`config.mk`:
```
export PLATFORM = sky130hd
export DESIGN_NAME = sumador_serie
export DESIGN_NICKNAME = d
export VERILOG_FILES = /design/src/rtl/sumador_serie.sv
export SDC_FILE = /design/constraint.sdc
export NUM_CORES = 1
export LEC_CHECK = 0
export CELL_PAD_IN_SITES_DETAIL_PLACEMENT = 0
export CELL_PAD_IN_SITES_GLOBAL_PLACEMENT = 1
export CORE_ASPECT_RATIO = 1.1
export CORE_MARGIN = 2
export CORE_UTILIZATION = 40
export CTS_BUF_LIST = sky130_fd_sc_hd__clkbuf_16
export DETAILED_ROUTE_END_ITERATION = 10
export PLACE_DENSITY = 0.81
export REMOVE_ABC_BUFFERS = 1
export SYNTH_ARGS = -nofsm -noshare
export SYNTH_HDL_FRONTEND = slang
export SYNTH_HIERARCHICAL = 1
export SYNTH_SLANG_ARGS = --single-unit
```
`constraint.sdc`:
```
create_clock -name i_clk -period 4 [get_ports i_clk]
set_clock_uncertainty 0.2 [all_clocks]
set_input_delay 0.6 -clock i_clk [delete_from_list [all_inputs] [get_ports i_clk]]
set_output_delay 0.6 -clock i_clk [all_outputs]
set_load 0.01 [all_outputs]
```
`src/rtl/sumador_serie.sv`:
```
// sumador_serie: bit-serial adder/subtractor, one bit per clock LSB first,
// parallel operands in and parallel result out through valid/ready handshakes.
module semisumador (
  input  logic i_x,
  input  logic i_y,
  output logic o_s,
  output logic o_c
);
  assign o_s = i_x ^ i_y;
  assign o_c = i_x & i_y;
endmodule

module sumador_serie #(
  parameter int ANCHO = 8
) (
  input  logic             i_clk,
  input  logic             i_rst_n,
  input  logic             i_valido,
  output logic             o_listo,
  input  logic [ANCHO-1:0] i_operando_a,
  input  logic [ANCHO-1:0] i_operando_b,
  input  logic             i_restar,
  output logic             o_valido,
  input  logic             i_listo,
  output logic [ANCHO-1:0] o_suma,
  output logic             o_acarreo
);
  localparam int CW = $clog2(ANCHO);
  typedef enum logic [1:0] {REPOSO, CALCULO, RESULTADO} estado_t;
  estado_t          r_estado;
  logic [ANCHO-1:0] r_a, r_b, r_suma;
  logic             r_acarreo;
  logic [CW-1:0]    r_cnt;
  logic             w_p, w_c1, w_s, w_c2;
  // Full adder from two half-adder cells; the carry flop closes the loop.
  semisumador u_ha1 (.i_x(r_a[0]), .i_y(r_b[0]),    .o_s(w_p), .o_c(w_c1));
  semisumador u_ha2 (.i_x(w_p),    .i_y(r_acarreo), .o_s(w_s), .o_c(w_c2));
  always_ff @(posedge i_clk or negedge i_rst_n) begin
    if (!i_rst_n) begin
      r_estado  <= REPOSO;
      r_a       <= '0;
      r_b       <= '0;
      r_suma    <= '0;
      r_acarreo <= 1'b0;
      r_cnt     <= '0;
    end else begin
      case (r_estado)
        REPOSO: if (i_valido) begin
          r_a       <= i_operando_a;
          r_b       <= i_operando_b ^ {ANCHO{i_restar}};
          r_acarreo <= i_restar;
          r_cnt     <= '0;
          r_estado  <= CALCULO;
        end
        CALCULO: begin
          r_suma    <= {w_s, r_suma[ANCHO-1:1]};
          r_a       <= r_a >> 1;
          r_b       <= r_b >> 1;
          r_acarreo <= w_c1 | w_c2;
          r_cnt     <= r_cnt + 1'b1;
          if (r_cnt == CW'(ANCHO - 1)) r_estado <= RESULTADO;
        end
        RESULTADO: if (i_listo) r_estado <= REPOSO;
        default: r_estado <= REPOSO;
      endcase
    end
  end
  assign o_listo   = r_estado == REPOSO;
  assign o_valido  = r_estado == RESULTADO;
  assign o_suma    = r_suma;
  assign o_acarreo = r_acarreo;
endmodule

```
==> results.py <==
metrics = {
    "run_status": {
        "status": "complete, no violations",
    },
    "route": {
        "first_pass_iters": 4,
        "num_vias": 1116,
        "wl_per_cell_um": 12.81,
        "viasPerCell": 5.167,
        "antenna_left": 0,
        "drt_wl_total_um": 2766,
        "route.detailed.drc": 0,
        "dr.first_iter.drc_count": 43,
    },
    "hold_path": {
        "hold_class": "reg2reg",
        "min_delay_path_depth": 2,
    },
    "timing": {
        "final.setup.tns_ns": 0,
        "max_slew_margin": 0.4528,
        "setup-violations-final": 0,
        "whs_ns": 0.2787,
        "finalCritPeriodShare": 0.6362,
        "drv_slew": 0,
        "period_needed_ns": 2.545,
        "fmax_mhz": 393.0,
        "rsz0062_at_grt": "false",
        "max_slew.worst_pin.slew_ns": 0.8191,
        "hold_viol": 0,
    },
    "power_and_ir_drop": {
        "sequentialPowerShare": 0.408,
        "clkPwrFrac": 0.254,
        "internal_power_w": 0.0008741,
        "p_per_area_nw_per_um2": 701.0,
        "vdd_drop_max_mv": 0.3292,
        "pwr-share-comb": 0.339,
        "power_leakage_nw": 0.8008,
        "switching_share": 0.3321,
        "p_sw_w": 0.0004346,
    },
    "flow_run": {
        "maxCapViolCount": 0,
    },
    "layout": {
        "syn_to_final_growth_pct": 31.57,
        "nets": 194,
        "drive_gt1_frac": 0.05357,
        "n_antenna_cell": 0,
        "final_util": 0.5559,
        "fin_area_um2": 1867,
    },
    "clocking": {
        "clk_pin_slew_ns": 0.05,
        "clock-sinks": 30,
        "cts_setup_buffers": 0,
        "h-tree-depth": 2,
        "cts_buffer_depth": 2,
        "cts-root-buf": "clkbuf_16",
        "cts_resized": 0,
        "numCtsBuffers": 5,
        "ctsHoldBuffers": 0,
        "cts_tree": "done",
        "clk_latency_ns": 0.27,
    },
    "global_routing": {
        "grt_first_pass_wirelength_um": 4767,
        "grt_overflow": 0,
        "grt_start_max_net_pins": 31,
        "antenna_found_initial": 0,
        "grt_pass1_vias": 1038,
        "grt_usage": 0.1624,
    },
    "worst_setup_path": {
        "rr_worst_depth": 2,
        "critPathMaxFanout": 21,
        "arrival_ns": 1.74,
        "cp_slowest_cell": "dfrtp_1",
        "crit_path_start_kind": "register",
        "crit_required_ns": 3.20,
        "path_buf_inv": 1,
        "critPathKind": "reg2out",
        "cp_top_family": "flip-flops",
        "crit_chain": "nor2b_1 -> clkdlybuf4s50_1",
        "critPathMaxStageDelay_ns": 0.67,
        "crit_path_end_kind": "primary output",
        "worstSetupPathDepth": 2,
    },
    "place": {
        "place.gp.congestion": 0.7850,
        "port_buffers": 31,
        "postPlaceCellArea_um2": 1738,
        "place_hpwl_um": 1861,
    },
    "floorplan": {
        "die_y_um": 66.47,
        "dieArea_um2": 4040,
        "die_w_um": 60.79,
        "core_area_um2": 3358,
        "rows": 22,
        "io_pins": 32,
        "initial_utilization": 0.4225,
    },
    "yosys": {
        "syn_inst": 140,
        "synth.avg_cell_area_um2": 10.13,
        "synthesis.area_um2": 1419,
        "ys_ff_latch": 30,
        "synth_area_leaders": "dfrtp_1 (53%), nand2_1 (10%), xnor2_1 (4.9%)",
        "yosys_warnings": 6,
        "yosys.area.top_type": "dfrtp_1",
        "ys_seq_area_frac": 0.5291,
        "yosys.area.top_type_share": 0.5291,
        "synth.distinct_cells": 27,
    },
}
[placed cells by master, fill, tap and decap left out, drive strengths merged, types with 4 or more instances in the layout]
cell,count
dfrtp,30
a22oi,7
nand2,38
clkdlybuf4s50,31
nor2,4
xnor2,8
nand3b,5
o211ai,5
o21ai,11
ha,4
clkbuf,5
[flip-flops by register name, summed over array words and instances (netlist names)]
signal / flops
r_estado: 2
o_suma: 8
r_a: 8
o_acarreo: 1
r_b: 8
r_cnt: 3
[cells in the mapped netlist (all sizes together)]
cell	n
a21oi	3
a221o	2
a22o	2
a22oi	7
a32o	1
buf	8
clkbuf	2
dfrtp	30
ha	4
inv	1
nand2	38
nand2b	2
nand3b	5
nor2	4
nor2b	3
nor3b	1
o211ai	5
o21a	1
o21ai	11
o21bai	1
or3b	1
xnor2	8
[metal layers]
layer	part of all wire	routed length (um)	GRT usage
met4	0.017	46	0.05707
met5	0	0	0
met2	0.52	1429	0.2567
met1	0.41	1131	0.2027
met3	0.057	159	0.05825
[per-stage QoR]
stage,total power (W),setup slack (ns),std cells
after floorplan,0.0007840,2.314,130
after global placement,0.0009648,1.718,210
after detailed placement,0.0009842,1.647,210
after CTS,0.001328,1.439,216
after global routing,0.001413,1.344,216
final,0.001309,1.455,216
[worst paths after layout]
path | end | start | slack [ns]
max | o_valido | r_estado[1] | 1.46
min | r_a[6] | r_a[6] | 0.28
max reg2reg | r_b[6] | r_estado[0] | 1.89
min reg2reg | r_a[6] | r_a[6] | 0.28
max in group asynchronous | r_a[6] | i_rst_n | 2.80
min in group asynchronous | o_suma[7] | i_rst_n | 0.52
[power groups by stage]
| stage | Sequential, W | Combinational [W] | Clock [W] |
|---|---|---|---|
| floorplan | 0.000529 | 0.000255 | 0 |
| global placement | 0.000531 | 0.000434 | 0 |
| detailed placement | 0.000537 | 0.000448 | 0 |
| CTS | 0.000533 | 0.000452 | 0.000342 |
| global route | 0.000553 | 0.000506 | 0.000354 |
| finish | 0.000534 | 0.000443 | 0.000332 |
[worst reg2reg max path, delay by kind of cell (launching register included)]
kind | cells | cell delay, ns
DFF | 1 | 0.80
AOI/OAI and AO/OA | 1 | 0.29
and+or+nand+nor | 1 | 0.75
[final cells by class]
type | instances | area, um2
Clock inverter | 1 | 3.754
Inverter | 1 | 3.754
Multi-Input combinational cell | 99 | 605.6
Timing Repair Buffer | 32 | 317.8
Tap cell | 48 | 60.06
Fill cell | 320 | 1491
Clock buffer | 5 | 125.1
Sequential cell | 30 | 750.7
[cell families after synthesis]
| family | after synthesis | synth area share |
|---|---|---|
| xor+xnor | 8 | 0.04938 |
| fa+ha+maj | 4 | 0.03527 |
| compound gates | 33 | 0.1658 |
| flops | 30 | 0.5291 |
| simple gates | 54 | 0.1764 |
| buf+inv | 11 | 0.04408 |
(Power assumes the default switching activity.)
==> variant 1: new RTL, config.mk and constraints unchanged <==
The 3 values of `estado_t` get a one-hot encoding in 3 bits.
--- a/src/rtl/sumador_serie.sv
+++ b/src/rtl/sumador_serie.sv
@@ -28,3 +28,3 @@
   localparam int CW = $clog2(ANCHO);
-  typedef enum logic [1:0] {REPOSO, CALCULO, RESULTADO} estado_t;
+  typedef enum logic [2:0] {REPOSO = 3'b001, CALCULO = 3'b010, RESULTADO = 3'b100} estado_t;
   estado_t          r_estado;
Function: same outputs for any inputs over 10 cycles, from zero or initial values and one cycle with i_rst_n low; not proved beyond that.
==> variant 1 against the original RTL <==
Worst setup slack improved by 0.081 ns. Sequential cell count grew 1. Final area is 5.5% higher. Area after synthesis up 6.6%. Wire length increased by 1.3%. Power increased by 11%. First-iteration DRC count decreased by 9.3%. Hold slack lost 0.0070 ns. Critical path type unchanged. Highest routed layer unchanged.
==> variant 1: results (changes against the original RTL) <==
Global route
  – Global-route wire length before repair: 4730 um (was 4770 um)
  – Met1 usage in global routing: 16.3% (was 20.3%)
  – Vias in the first global route: 1043 (was 1038)
  – Global routing usage on met2: 26.3% (was 25.7%)
  – Largest net degree at the start of global routing: 43 (was 31)
  – GRT met3 Usage: 4.55% (was 5.83%)

Route
  – DR iter-0 viols: 39 (was 43)
  – Avg WL per Cell: 12.5 um (was 12.8 um)
  – DR vias/cell: 4.89 (was 5.17)

STA
  – Worst-margin pin slew: 1.15 ns (was 0.819 ns)

Finish
  – Final net count: 198 (was 194)
  – Fillers: 337 (was 320)
  – Fraction of layout cells with a size suffix above 1: 6.90% (was 5.36%)

Critical path
  – RR Endpoint: r_a[0]$_DFFE_PN0P_ (was r_b[6]$_DFFE_PN0P_)
  – Crit path arrival time: 1.66 ns (was 1.74 ns)
  – Worst-path fanout max: 8 (was 21)
  – Worst r2r path cells: 3 (was 2)
  – Worst R2R Start: r_estado[0]$_DFFE_PN1P_ (was r_estado[0]$_DFFE_PN0P_)
  – Flop2flop setup slack: 2.19 ns (was 1.89 ns)
  – CP max-delay cell: dfstp_2 (was dfrtp_1)
  – Peak per-stage delay on the critical path: 0.61 ns (was 0.67 ns)

Power
  – Net Switching: 0.000479 W (was 0.000435 W)
  – VDD IR-drop max: 0.284 mV (was 0.329 mV)
  – Leakage power: 0.857 nW (was 0.801 nW)

Synth
  – Top post-synthesis cells by area: dfrtp_1, mux2i_1, nand2_1 (was dfrtp_1, nand2_1, xnor2_1)
  – Post-synth top cells: nand2_1, dfrtp_1, mux2i_1 (was nand2_1, dfrtp_1, o21ai_0)
  – Distinct cells, synth: 26 (was 27)
  – Sequential-to-total area share from yosys stat: 51.4% (was 52.9%)
  – YS warnings: 6 (unchanged)

Worst hold path
  – Hold_sp: o_suma[0]$_DFFE_PN0P_ (was r_a[6]$_DFFE_PN0P_)
  – Hold path endpoint: o_suma[0]$_DFFE_PN0P_ (was r_a[6]$_DFFE_PN0P_)

Placement
  – GPL Wtd Cong: 0.659 (was 0.785)
  – Place WS: 1.67 ns (was 1.65 ns)
  – Post-DP HPWL: 1930 um (was 1860 um)

Clocking
  – Max H-tree Level: 2 (unchanged)

Outcome
  – Status: finished, final reports clean (unchanged)
-- variant 1: cell count changes after synthesis, sizes merged, moves of 5 or more --
cell,before,now
a22oi,7,0
xnor2,8,1
o211ai,5,0
nand3b,5,0
mux2i,0,16
xor2,0,7
-- variant 1: how the worst max path moves through the flow --
| stage | cells after the start | from | to | slack [ns] |
|---|---|---|---|---|
| 4_1_cts | 2 | r_estado[0]$_DFFE_PN1P_ | o_listo | 1.52 |
| 5_1_grt | 2 | r_estado[0]$_DFFE_PN1P_ | o_listo | 1.46 |
| 3_3_place_gp | 2 | i_rst_n | r_estado[0]$_DFFE_PN1P_ | 1.75 |
| 2_1_floorplan | 3 | r_estado[1]$_DFFE_PN0P_ | r_cnt[0]$_DFFE_PN0P_ | 2.03 |
| 3_5_place_dp | 2 | i_rst_n | r_estado[0]$_DFFE_PN1P_ | 1.67 |
| 6_report | 2 | r_estado[0]$_DFFE_PN1P_ | o_listo | 1.54 |
-- variant 1: worst register-to-register path, delay by kind of cell, from the launching register on --
family | cells | cell delay, ns
flops | 1 | 0.61
mux | 1 | 0.27
simple gates | 1 | 0.52
compound gates | 1 | 0.08
-- variant 1: final cells by class --
class / instances / area share (%)
Tap cell: 50 / 3.18
Timing Repair Buffer: 33 / 16.5
Clock buffer: 5 / 6.35
Sequential cell: 31 / 39.5
Multi-Input combinational cell: 101 / 33.7
Clock inverter: 3 / 0.572
Inverter: 1 / 0.191
-- variant 1: cells by family (layout without fill, tap and decap cells) --
| family | Yosys count | count (layout) | share of synthesized area (%) |
|---|---|---|---|
| and+or+nand+nor | 50 | 50 | 16.0 |
| muxes | 17 | 17 | 11.6 |
| adders and majority gates | 4 | 4 | 3.31 |
| xor gates and xnor gates | 8 | 8 | 4.63 |
| DFF | 31 | 31 | 51.4 |
| buffers and inverters | 9 | 42 | 4.71 |
| AOI/OAI and AO/OA | 22 | 22 | 8.44 |
-- variant 1: power groups by stage --
stage	Clock [W]	Sequential, W	Combinational, W
after global routing	0.000369	0.000596	0.000600
after global placement	0	0.000567	0.000523
after detailed placement	0	0.000577	0.000548
after floorplan	0	0.000574	0.000325
after CTS	0.000351	0.000574	0.000552
final	0.000341	0.000573	0.000541
-- variant 1: per-stage QoR --
stage          std cells  hold slack [ns]  instance area [um^2]  util [%]
2_1_floorplan        133            0.104                  1450         -
3_3_place_gp         216            0.257                  1830      50.6
3_5_place_dp         216            0.261                  1830      50.6
4_1_cts              224            0.274                  1970      54.3
5_1_grt              224            0.311                  1970      54.3
6_report             224            0.272                  1970      54.3
-- variant 1: per-layer routing --
layer / routed length, um / share of wire (%)
met5: 0 / 0
met4: 10 / 0.36
met3: 137 / 4.9
met2: 1430 / 51
met1: 1220 / 44
==> variant 2: new RTL, same settings <==
Made on the original files. Set the parameter `ANCHO` to 16 (it was 8).
--- a/src/rtl/sumador_serie.sv
+++ b/src/rtl/sumador_serie.sv
@@ -13,3 +13,3 @@
 module sumador_serie #(
-  parameter int ANCHO = 8
+  parameter int ANCHO = 16
 ) (
Ports: changed (resized i_operando_a, i_operando_b and o_suma); port bits go from 32 to 56. The function was not compared with the original's and may differ.
==> variant 2 against the original RTL <==
Final area rose by 85%. Count of clock-buffer cells in the layout stayed put. Sequential power rose by 73%. Via count is 96% higher. Sequential cell count rose by 25. Die area up 84%. Area after synthesis rose by 91%. Global-route usage is 1.2 points higher. Power increased by 64%. Wire length rose by 120%. Worst setup slack worse by 0.41 ns. Fmax shrank 14%. Highest routed layer unchanged.
==> variant 2: results (changes against the original RTL) <==
Power
  – Pint: 0.00143 W (was 0.000874 W)
  – Clk power: 0.000480 W (was 0.000332 W)
  – P_comb: 0.000745 W (was 0.000443 W)
  – Net Sw Frac: 33.3% (was 33.2%)
  – VDD IR-drop max: 0.292 mV (was 0.329 mV)
  – Leakage power: 1.47 nW (was 0.801 nW)

Placement
  – Port Buffer Count: 55 (was 31)
  – Post-DP HPWL: 4070 um (was 1860 um)
  – GPL Wtd Cong: 0.744 (was 0.785)

Clocking
  – CTS clk-pin slew, worst paths: 0.07 ns (was 0.05 ns)
  – CTS buffer count: 5 (unchanged)
  – Maximum buffer depth of the clock tree: 2 (unchanged)
  – Max H-tree Level: 2 (unchanged)

Global route
  – Global-route wire length before repair: 10100 um (was 4770 um)
  – Vias in the first global route: 2098 (was 1038)
  – GR Util All Layers: 17.4% (was 16.2%)
  – Largest net degree at the start of global routing: 41 (was 31)

Route
  – Vias: 2187 (was 1116)
  – DR iter-0 viols: 155 (was 43)
  – Detailed Routing Iterations Pass 1: 5 (was 4)
  – Avg WL per Cell: 14.7 um (was 12.8 um)

Synth
  – Post-synth top cells: nand2_1, dfrtp_1, a22oi_1, nor2b_1, o21ai_0 (was nand2_1, dfrtp_1, o21ai_0)
  – Sequential-to-total area share from yosys stat: 50.8% (was 52.9%)
  – Yosys reg bits: 55 (was 30)
  – Distinct cells, synth: 32 (was 27)
  – Top post-synthesis cells by area: dfrtp_1, nand2_1, a22oi_1 (was dfrtp_1, nand2_1, xnor2_1)

STA
  – Worst-margin pin slew: 1.06 ns (was 0.819 ns)
  – Final setup violation count: 0 (unchanged)

Finish
  – Number of non-clock buffers: 61 (was 32)
  – Fillers: 624 (was 320)
  – Final net count: 369 (was 194)
  – #MultiIn Comb: 194 (was 99)
  – Fraction of area in registers: 39.8% (was 40.2%)
  – Logic inverters: 12 (was 1)
  – Multi-input combinational area share: 34.1% (was 32.4%)
  – Clock-cell share: 4.74% (was 6.90%)
  – Fraction of layout cells with a size suffix above 1: 4.55% (was 5.36%)
  – Buffer share of cell area: 17.1% (was 17.0%)

Critical path
  – CP delay by family, top: buffers and inverters (was flip-flops)
  – Crit path arrival time: 2.15 ns (was 1.74 ns)
  – Worst-path fanout max: 15 (was 21)

Outcome
  – Status: finished, final reports clean (unchanged)

Worst hold path
  – Hold Path Class: input pin to asynchronous set/reset pin (was flop to flop)
-- variant 2: cell families after synthesis --
| family | after synthesis | share of synthesized area [%] |
|---|---|---|
| mux | 1 | 0.369 |
| compound gates | 87 | 22.3 |
| simple gates | 87 | 14.3 |
| fa+ha+maj | 3 | 1.39 |
| xor+xnor | 16 | 5.17 |
| flops | 55 | 50.8 |
| buf+inv | 35 | 5.72 |
-- variant 2: through the flow --
step / area [um^2] / hold WS (ns) / setup slack (ns) / utilization (%) / std cells
2_1_floorplan: 2600 / 0.104 / 1.23 / - / 261
3_3_place_gp: 3300 / 0.269 / 1.29 / 50.3 / 404
3_5_place_dp: 3300 / 0.267 / 1.27 / 50.3 / 404
4_1_cts: 3460 / 0.270 / 1.05 / 52.8 / 412
5_1_grt: 3460 / 0.323 / 0.922 / 52.8 / 412
6_report: 3460 / 0.235 / 1.05 / 52.8 / 412
-- variant 2: final timing paths --
kind                       cells past startpoint  slack (ns)                    start                       to
setup / recovery                               3        1.05  r_estado[1]$_DFFE_PN0P_                 o_valido
min in group i_clk                             2        0.27    o_suma[0]$_DFFE_PN0N_    o_suma[0]$_DFFE_PN0N_
hold reg to reg                                2        0.27    o_suma[0]$_DFFE_PN0N_    o_suma[0]$_DFFE_PN0N_
hold / removal                                 1        0.24                  i_rst_n    o_suma[8]$_DFFE_PN0N_
max in group asynchronous                      2        2.62                  i_rst_n       r_a[4]$_DFFE_PN0P_
setup reg to reg                               5        1.72  r_estado[0]$_DFFE_PN0P_  r_estado[1]$_DFFE_PN0P_
-- variant 2: metal layers --
layer | vias up | routed length [um] | track usage (%)
met4 | 0 | 64 | 4.58
met1 | 1060 | 2850 | 25.3
li1 | 1082 | - | -
met2 | 41 | 2960 | 26.9
met5 | - | 0 | 0
met3 | 4 | 183 | 2.70
